[src/rtl/seq_detect_param.sv]
// Serial pattern detector with a run-time loadable pattern. Bits are sampled on a
// divided tick enable, and match progress is shown on an active-low 7-segment digit.
module seq_detect_param #(
    parameter int               PAT_W   = 4,
    parameter logic [PAT_W-1:0] PAT_RST = 4'b0111,
    parameter int               DIV     = 20000000,
    parameter int               CNT_W   = 8
) (
    input  logic             clk,
    input  logic             rst,
    input  logic             x,
    input  logic             load,
    input  logic [PAT_W-1:0] pat_in,
    input  logic             overlap,
    input  logic             cnt_clr,
    output logic             detect,
    output logic             y,
    output logic             a,
    output logic             b,
    output logic             c,
    output logic             d,
    output logic             e,
    output logic             f,
    output logic             g,
    output logic [CNT_W-1:0] match_cnt
);

    localparam int         DW     = (DIV > 2) ? $clog2(DIV) : 1;
    localparam logic [3:0] PAT_W4 = 4'(PAT_W);

    logic [DW-1:0]    div_cnt_q, div_cnt_d;
    logic [PAT_W-1:0] hist_q, hist_d;
    logic [PAT_W-1:0] pat_q, pat_d;
    logic [3:0]       valid_q, valid_d;
    logic [3:0]       prog_q, prog_d;
    logic             y_q, y_d;
    logic             detect_q, detect_d;
    logic [CNT_W-1:0] cnt_q, cnt_d;

    logic             tick;
    logic [PAT_W-1:0] hist_shift;
    logic [3:0]       valid_shift;
    logic             match;
    logic [PAT_W-1:0] mask;
    logic [3:0]       prefix_len;
    logic [6:0]       seg;

    always_comb begin
        tick        = (div_cnt_q == DW'(DIV - 1));
        div_cnt_d   = tick ? '0 : div_cnt_q + 1'b1;
        hist_shift  = {hist_q[PAT_W-2:0], x};
        valid_shift = (valid_q == PAT_W4) ? valid_q : valid_q + 4'd1;
        match       = (valid_shift == PAT_W4) && (hist_shift == pat_q);

        // Longest k: the newest k bits equal the first k pattern bits.
        mask       = '0;
        prefix_len = '0;
        for (int k = 1; k < PAT_W; k++) begin
            mask = {PAT_W{1'b1}} >> (PAT_W - k);
            if ((4'(k) <= valid_shift) && (((hist_shift ^ (pat_q >> (PAT_W - k))) & mask) == '0))
                prefix_len = 4'(k);
        end
    end

    always_comb begin
        hist_d   = hist_q;
        valid_d  = valid_q;
        prog_d   = prog_q;
        pat_d    = pat_q;
        y_d      = y_q;
        detect_d = 1'b0;
        cnt_d    = cnt_q;

        // A load on a tick edge drops that sample entirely.
        if (load) begin
            pat_d   = pat_in;
            valid_d = '0;
            prog_d  = '0;
            y_d     = 1'b1;
        end else if (tick) begin
            hist_d  = hist_shift;
            valid_d = valid_shift;
            if (match) begin
                prog_d   = PAT_W4;
                y_d      = 1'b0;
                detect_d = 1'b1;
                if (!overlap) valid_d = '0;
                if (cnt_q != '1) cnt_d = cnt_q + 1'b1;
            end else begin
                prog_d = prefix_len;
                y_d    = 1'b1;
            end
        end

        if (cnt_clr) cnt_d = (!load && tick && match) ? CNT_W'(1) : '0;
    end

    always_ff @(posedge clk or posedge rst) begin
        if (rst) begin
            div_cnt_q <= '0;
            hist_q    <= '0;
            pat_q     <= PAT_RST;
            valid_q   <= '0;
            prog_q    <= '0;
            y_q       <= 1'b1;
            detect_q  <= 1'b0;
            cnt_q     <= '0;
        end else begin
            div_cnt_q <= div_cnt_d;
            hist_q    <= hist_d;
            pat_q     <= pat_d;
            valid_q   <= valid_d;
            prog_q    <= prog_d;
            y_q       <= y_d;
            detect_q  <= detect_d;
            cnt_q     <= cnt_d;
        end
    end

    always_comb begin
        case (prog_q)
            4'd0:    seg = 7'b0000001;
            4'd1:    seg = 7'b1001111;
            4'd2:    seg = 7'b0010010;
            4'd3:    seg = 7'b0000110;
            4'd4:    seg = 7'b1001100;
            4'd5:    seg = 7'b0100100;
            4'd6:    seg = 7'b0100000;
            4'd7:    seg = 7'b0001111;
            4'd8:    seg = 7'b0000000;
            default: seg = 7'b1111111;
        endcase
    end

    assign {a, b, c, d, e, f, g} = seg;
    assign y         = y_q;
    assign detect    = detect_q;
    assign match_cnt = cnt_q;

endmodule

[config.mk]
export PLATFORM = sky130hd
export DESIGN_NAME = seq_detect_param
export DESIGN_NICKNAME = d
export VERILOG_FILES = /design/src/rtl/seq_detect_param.sv
export SDC_FILE = /design/constraint.sdc
export NUM_CORES = 1
export LEC_CHECK = 0
export CAP_MARGIN = 30
export CORE_MARGIN = 2
export CORE_UTILIZATION = 45
export DETAILED_ROUTE_END_ITERATION = 16
export GPL_ROUTABILITY_DRIVEN = 0
export PLACE_DENSITY_LB_ADDON = 0.15
export SLEW_MARGIN = 30
export SYNTH_ARGS = -nofsm -noshare
export SYNTH_HDL_FRONTEND = slang
export SYNTH_SLANG_ARGS = --single-unit
export TNS_END_PERCENT = 20
[constraint.sdc]
create_clock -name clk -period 4.1 [get_ports clk]
set_clock_uncertainty 0.2 [all_clocks]
set_input_delay 0.82 -clock clk [delete_from_list [all_inputs] [get_ports clk]]
set_output_delay 0.82 -clock clk [all_outputs]
set_load 0.01 [all_outputs]
Word level (Yosys, flattened, before mapping). Memories as Yosys holds them, arrays and structs flattened. Cells that the tools add are included.

Register bits after elaboration: 50. ROM bits: 112. Input port bits: 10. Output and inout port bits: 17. Logic and storage cells: 65. Memories: 1.

Add/sub/neg operators: 3. $lt $le $gt $ge: 3. Eq/ne operators: 6. Mux-type cells: 24. Bitwise logic cells: 4. Reduce and logical (&&, ||, !) cells: 16.

Memory list: (no name shown) (words 16, bits a word 7, read ports 1, clocked after memory_dff 0, wr ports 0, line 121) `case (prog_q)`.

Operators with widths (count): 2-to-1 mux 8 bit (5); 2-to-1 mux 4 bit (7); adder 25 x 1 -> 25 bit (second input constant) (1); equality test 25 bit (second input constant) (1); 2-to-1 mux 25 bit (1); logical NOT 4 bit (3); adder 8 x 1 -> 8 bit (second input constant) (1); equality test 4 x 3 -> 1 bit (second input constant) (2); <= comparator 2 x 4 -> 1 bit (first input constant) (2); 2-to-1 mux 1 bit (8); inequality test 8 bit (second input constant) (1); nonzero test 2 bit (4); logical AND 1 bit (6); adder 4 x 1 -> 4 bit (second input constant) (1); equality test 4 bit (1); <= comparator 1 x 4 -> 1 bit (first input constant) (1); 2-to-1 mux 2 bit (2); AND reduction 4 bit (1); 2-to-1 mux 3 bit (1); bitwise XOR 3 bit (1); inequality test 2 x 1 -> 1 bit (second input constant) (1); AND reduction 2 bit (1); bitwise XOR 2 bit (1); logical NOT 1 bit (1); other kinds (2) (2).

Longest topological paths before layout.
Depth in word-level cells: 10. Mapped depth: 9. Mapped depth without buffers: 8.

Worst setup path after synthesis. No wires, ideal clock.

Path kind: input to register. Start: in x. End: reg cnt_q[7] (netlist: match_cnt[7]). Setup time: 0.078 ns. Arrival time: 2.765 ns. Data required time: 3.822 ns. Slack: 1.057 ns. Cell stages on the path: 8. Buffers on the path: 2. Cell sequence: clkbuf_1 xor2_1 nor3_1 o2111ai_2 or4b_4 buf_6 or4_1 a21oi_1.

Cells in the longest elaborated chain, start to end: 4.

Ends and longest elaborated chain: start, declared (line 11) `input logic x,`; equality test 4 bit (line 53) `match = (valid_shift == PAT_W4) && (hist_shift == pat_q);`; logical AND 1 bit (line 53); nonzero test 2 bit (no line); AND reduction 4 bit (no line); end signal, assigned (line 116) `cnt_q <= cnt_d;`; end, declared (line 38) `logic [CNT_W-1:0] cnt_q, cnt_d;`.

Every way passes these cells. A chain may end at the register's enable or synchronous reset.

Worst setup path in the final report.
Start: in x. End: reg cnt_q[5] (netlist: match_cnt[5]).

Same word-level chain as after synthesis.

==> results.yml <==
sta:
  worstMarginPinSlew_ps: 592.9
  slew_headroom_pct: 60.47
  finalCriticalPeriod_ps: 3193
  hold_ws_ps: 292.4
  setup_violations: 0
  setup_slack_ps: 906.8
  fin_crit_sh_pct: 77.88
  finalMaxSlewViolations: 0
  fmaxAchievable_mhz: 313.2
  rsz0062_at_grt: "no"
  tns_ps: 0
  hold_violations: 0
detailed_routing:
  vias_per_cell: 5.338
  ant_nets: 0
  dr.pass1.iters: 4
  num_vias: 2039
  drc: 0
  wl_per_cell_um: 13.78
  drtIter0Drc: 74
  routed_wl_mm: 5.265
synth:
  synth_warnings: 0
  synthTopCellsByArea: "dfrtp_1 41%, xor2_1 6.6%, ha_1 4.5%"
  synthSimpleGateAreaFrac_pct: 24.22
  syn_avg_cell_area_sq_um: 9.889
  synth_ff_type: "dfrtp_1"
  synth.most_common_cell: "dfrtp_1"
  synth_adder_area_share_pct: 4.502
  netlist_area_sq_mm: 0.002779
  syn_inst: 281
  muxShareOfSynthArea_pct: 4.322
  synth_edf_count: 0
  yosysSeqAreaShare_pct: 44.30
  yosysTopAreaCell: "dfrtp_1"
  synth_top_family_by_area: "simple AND/OR/NAND/NOR gates"
  synth-compound-area-share_pct: 8.735
  synth_common_cells: "45 x dfrtp_1, 27 x nor2_1, 25 x nand2_1, 21 x xor2_1"
  yosys_register_bits: 49
  yosysTopAreaCellShare_pct: 40.52
  async_reset_ff_share_pct: 100.0
  synth_xor_area_share_pct: 10.40
  syn_nets: 301
  synthDistinctLibCells: 49
layout:
  area_growth_pct: 16.43
  drive_gt1_share_pct: 10.75
  n_antenna_cell: 0
  fin_nets: 326
  fin_cells: 382
critical_path:
  startpoint_type: "input pin"
  crit_chain: "clkdlybuf4s50_1 > xor2_1 > nor3_1 > o2111ai_2 > or4b_4 > or4_1 > a21oi_1"
  cp-end-kind: "flip-flop"
  worst-path-buf-inv: 1
  worst-setup-path-type: "input pin to flip-flop"
  cp_max_fo: 10
  worst_path_largest_cell_delay_ps: 640
  crit_path_top_delay_cell: "or4b_4"
  crit_arrival_ps: 3240
  crit_required_ps: 4140
  critPathTopFamily: "simple AND/OR/NAND/NOR gates"
power:
  leakage_nw: 1.436
  power.density_mw_per_mm2: 292.7
  ir_drop_v: 0.0001683
grt:
  antenna_found_initial: 0
  grt_pass1_vias: 1954
  grt_pass1_wl_mm: 9.252
  grt_start_max_net_pins: 50
  grt_overflow: 0
  grtUsageTotal_pct: 17.77
hold_path:
  hp-class: "flip-flop to flip-flop"
floorplanning:
  io_pins: 27
  die_area_sq_mm: 0.006820
  rows: 28
  core_sq_mm: 0.005956
  initial_utilization_pct: 46.66
  fp.dieH_um: 82.59
  die_w_um: 82.59
placement:
  dp_cells: 374
  place_hpwl_mm: 3.643
  io_buffers: 26
  dp_slack_ps: 570.5
cts:
  path_clk_slew_ps: 100
  clock_tree.htree_level_count: 2
  cts_hold_buf: 0
  postCtsSetupBuffers: 0
  cts_tree: "yes"
  insertion_delay_ps: 310
  clock_sinks: 49
  clockRootBuffer: "clkbuf_8"
  cts_resized: 0
  clk_path_buf_depth: 2
  cts-buffers-inserted: 5
run:
  maxCapViolCount: 0
outcome:
  status: "complete, no violations"
-- final timing paths --
| path | from | to | slack (ps) | cells past startpoint |
|---|---|---|---|---|
| min in group asynchronous | rst | div_cnt_q[3]$_DFF_PP0_ | 730 | 2 |
| setup reg to reg | valid_q[0]$_DFFE_PP0P_ | match_cnt[5]$_DFFE_PP0P_ | 950 | 8 |
| max in group asynchronous | rst | div_cnt_q[18]$_DFF_PP0_ | 2570 | 2 |
| hold / removal | div_cnt_q[0]$_DFF_PP0_ | div_cnt_q[0]$_DFF_PP0_ | 290 | 1 |
| hold reg to reg | div_cnt_q[0]$_DFF_PP0_ | div_cnt_q[0]$_DFF_PP0_ | 290 | 1 |
| setup / recovery | x | match_cnt[5]$_DFFE_PP0P_ | 910 | 7 |
-- registers in the layout, summed over array words and instances, names as in the netlist --
name and flops:
y 1, prog_q 3, pat_q 4, valid_q 4
div_cnt_q 25, hist_q 3, match_cnt 8, detect 1
-- cells in the final DEF (no fill, tap or decap), types with 6 or more instances in the layout --
cell type         n
a21oi_1          13
and3_1            9
clkdlybuf4s50_1  26
dfrtp_1          45
ha_1             10
inv_1            10
mux2_2            8
nand2_1          25
nand3_1          13
nor2_1           27
nor3_1           11
o21ai_0           6
xnor2_1          12
xor2_1           21
-- where the power goes --
group	internal, mW	total (mW)	switching [mW]
sequential	0.489	0.495	0.00602
clock	0.242	0.411	0.168
combinational	0.0195	0.0411	0.0216
-- per-layer routing --
metal	GRT usage, %	vias to the layer above	routed length, um
met4	5.410	0	59
met5	0	-	0
li1	-	1039	-
met1	26.14	962	2843
met3	4.457	5	171
met2	25.73	33	2191
-- metrics by stage --
| step | utilization [%] | power, mW | area (sq um) |
|---|---|---|---|
| 2_1_floorplan | - | 0.5308 | 2779 |
| 3_3_place_gp | 52.04 | 0.5469 | 3099 |
| 3_5_place_dp | 52.08 | 0.5470 | 3102 |
| 4_1_cts | 54.33 | 0.9590 | 3236 |
| 5_1_grt | 54.33 | 0.9829 | 3236 |
| 6_report | 54.33 | 0.9472 | 3236 |
-- area by class of cell --
cell class	count	area, sq um
flip-flops and latches	49	1231
repair buffers	29	282.8
clock buffers	5	68.82
well taps	75	93.84
fillers	562	2720
clock inverters	3	65.06
inverters	11	43.79
multi-input cells	210	1450
-- kinds of logic after synthesis --
logic type / after synthesis
xor+xnor: 33
fa+ha+maj: 10
simple gates: 120
mux: 11
buf+inv: 22
compound gates: 36
flops: 49
No activity file was read; power rests on OpenSTA's default activity.
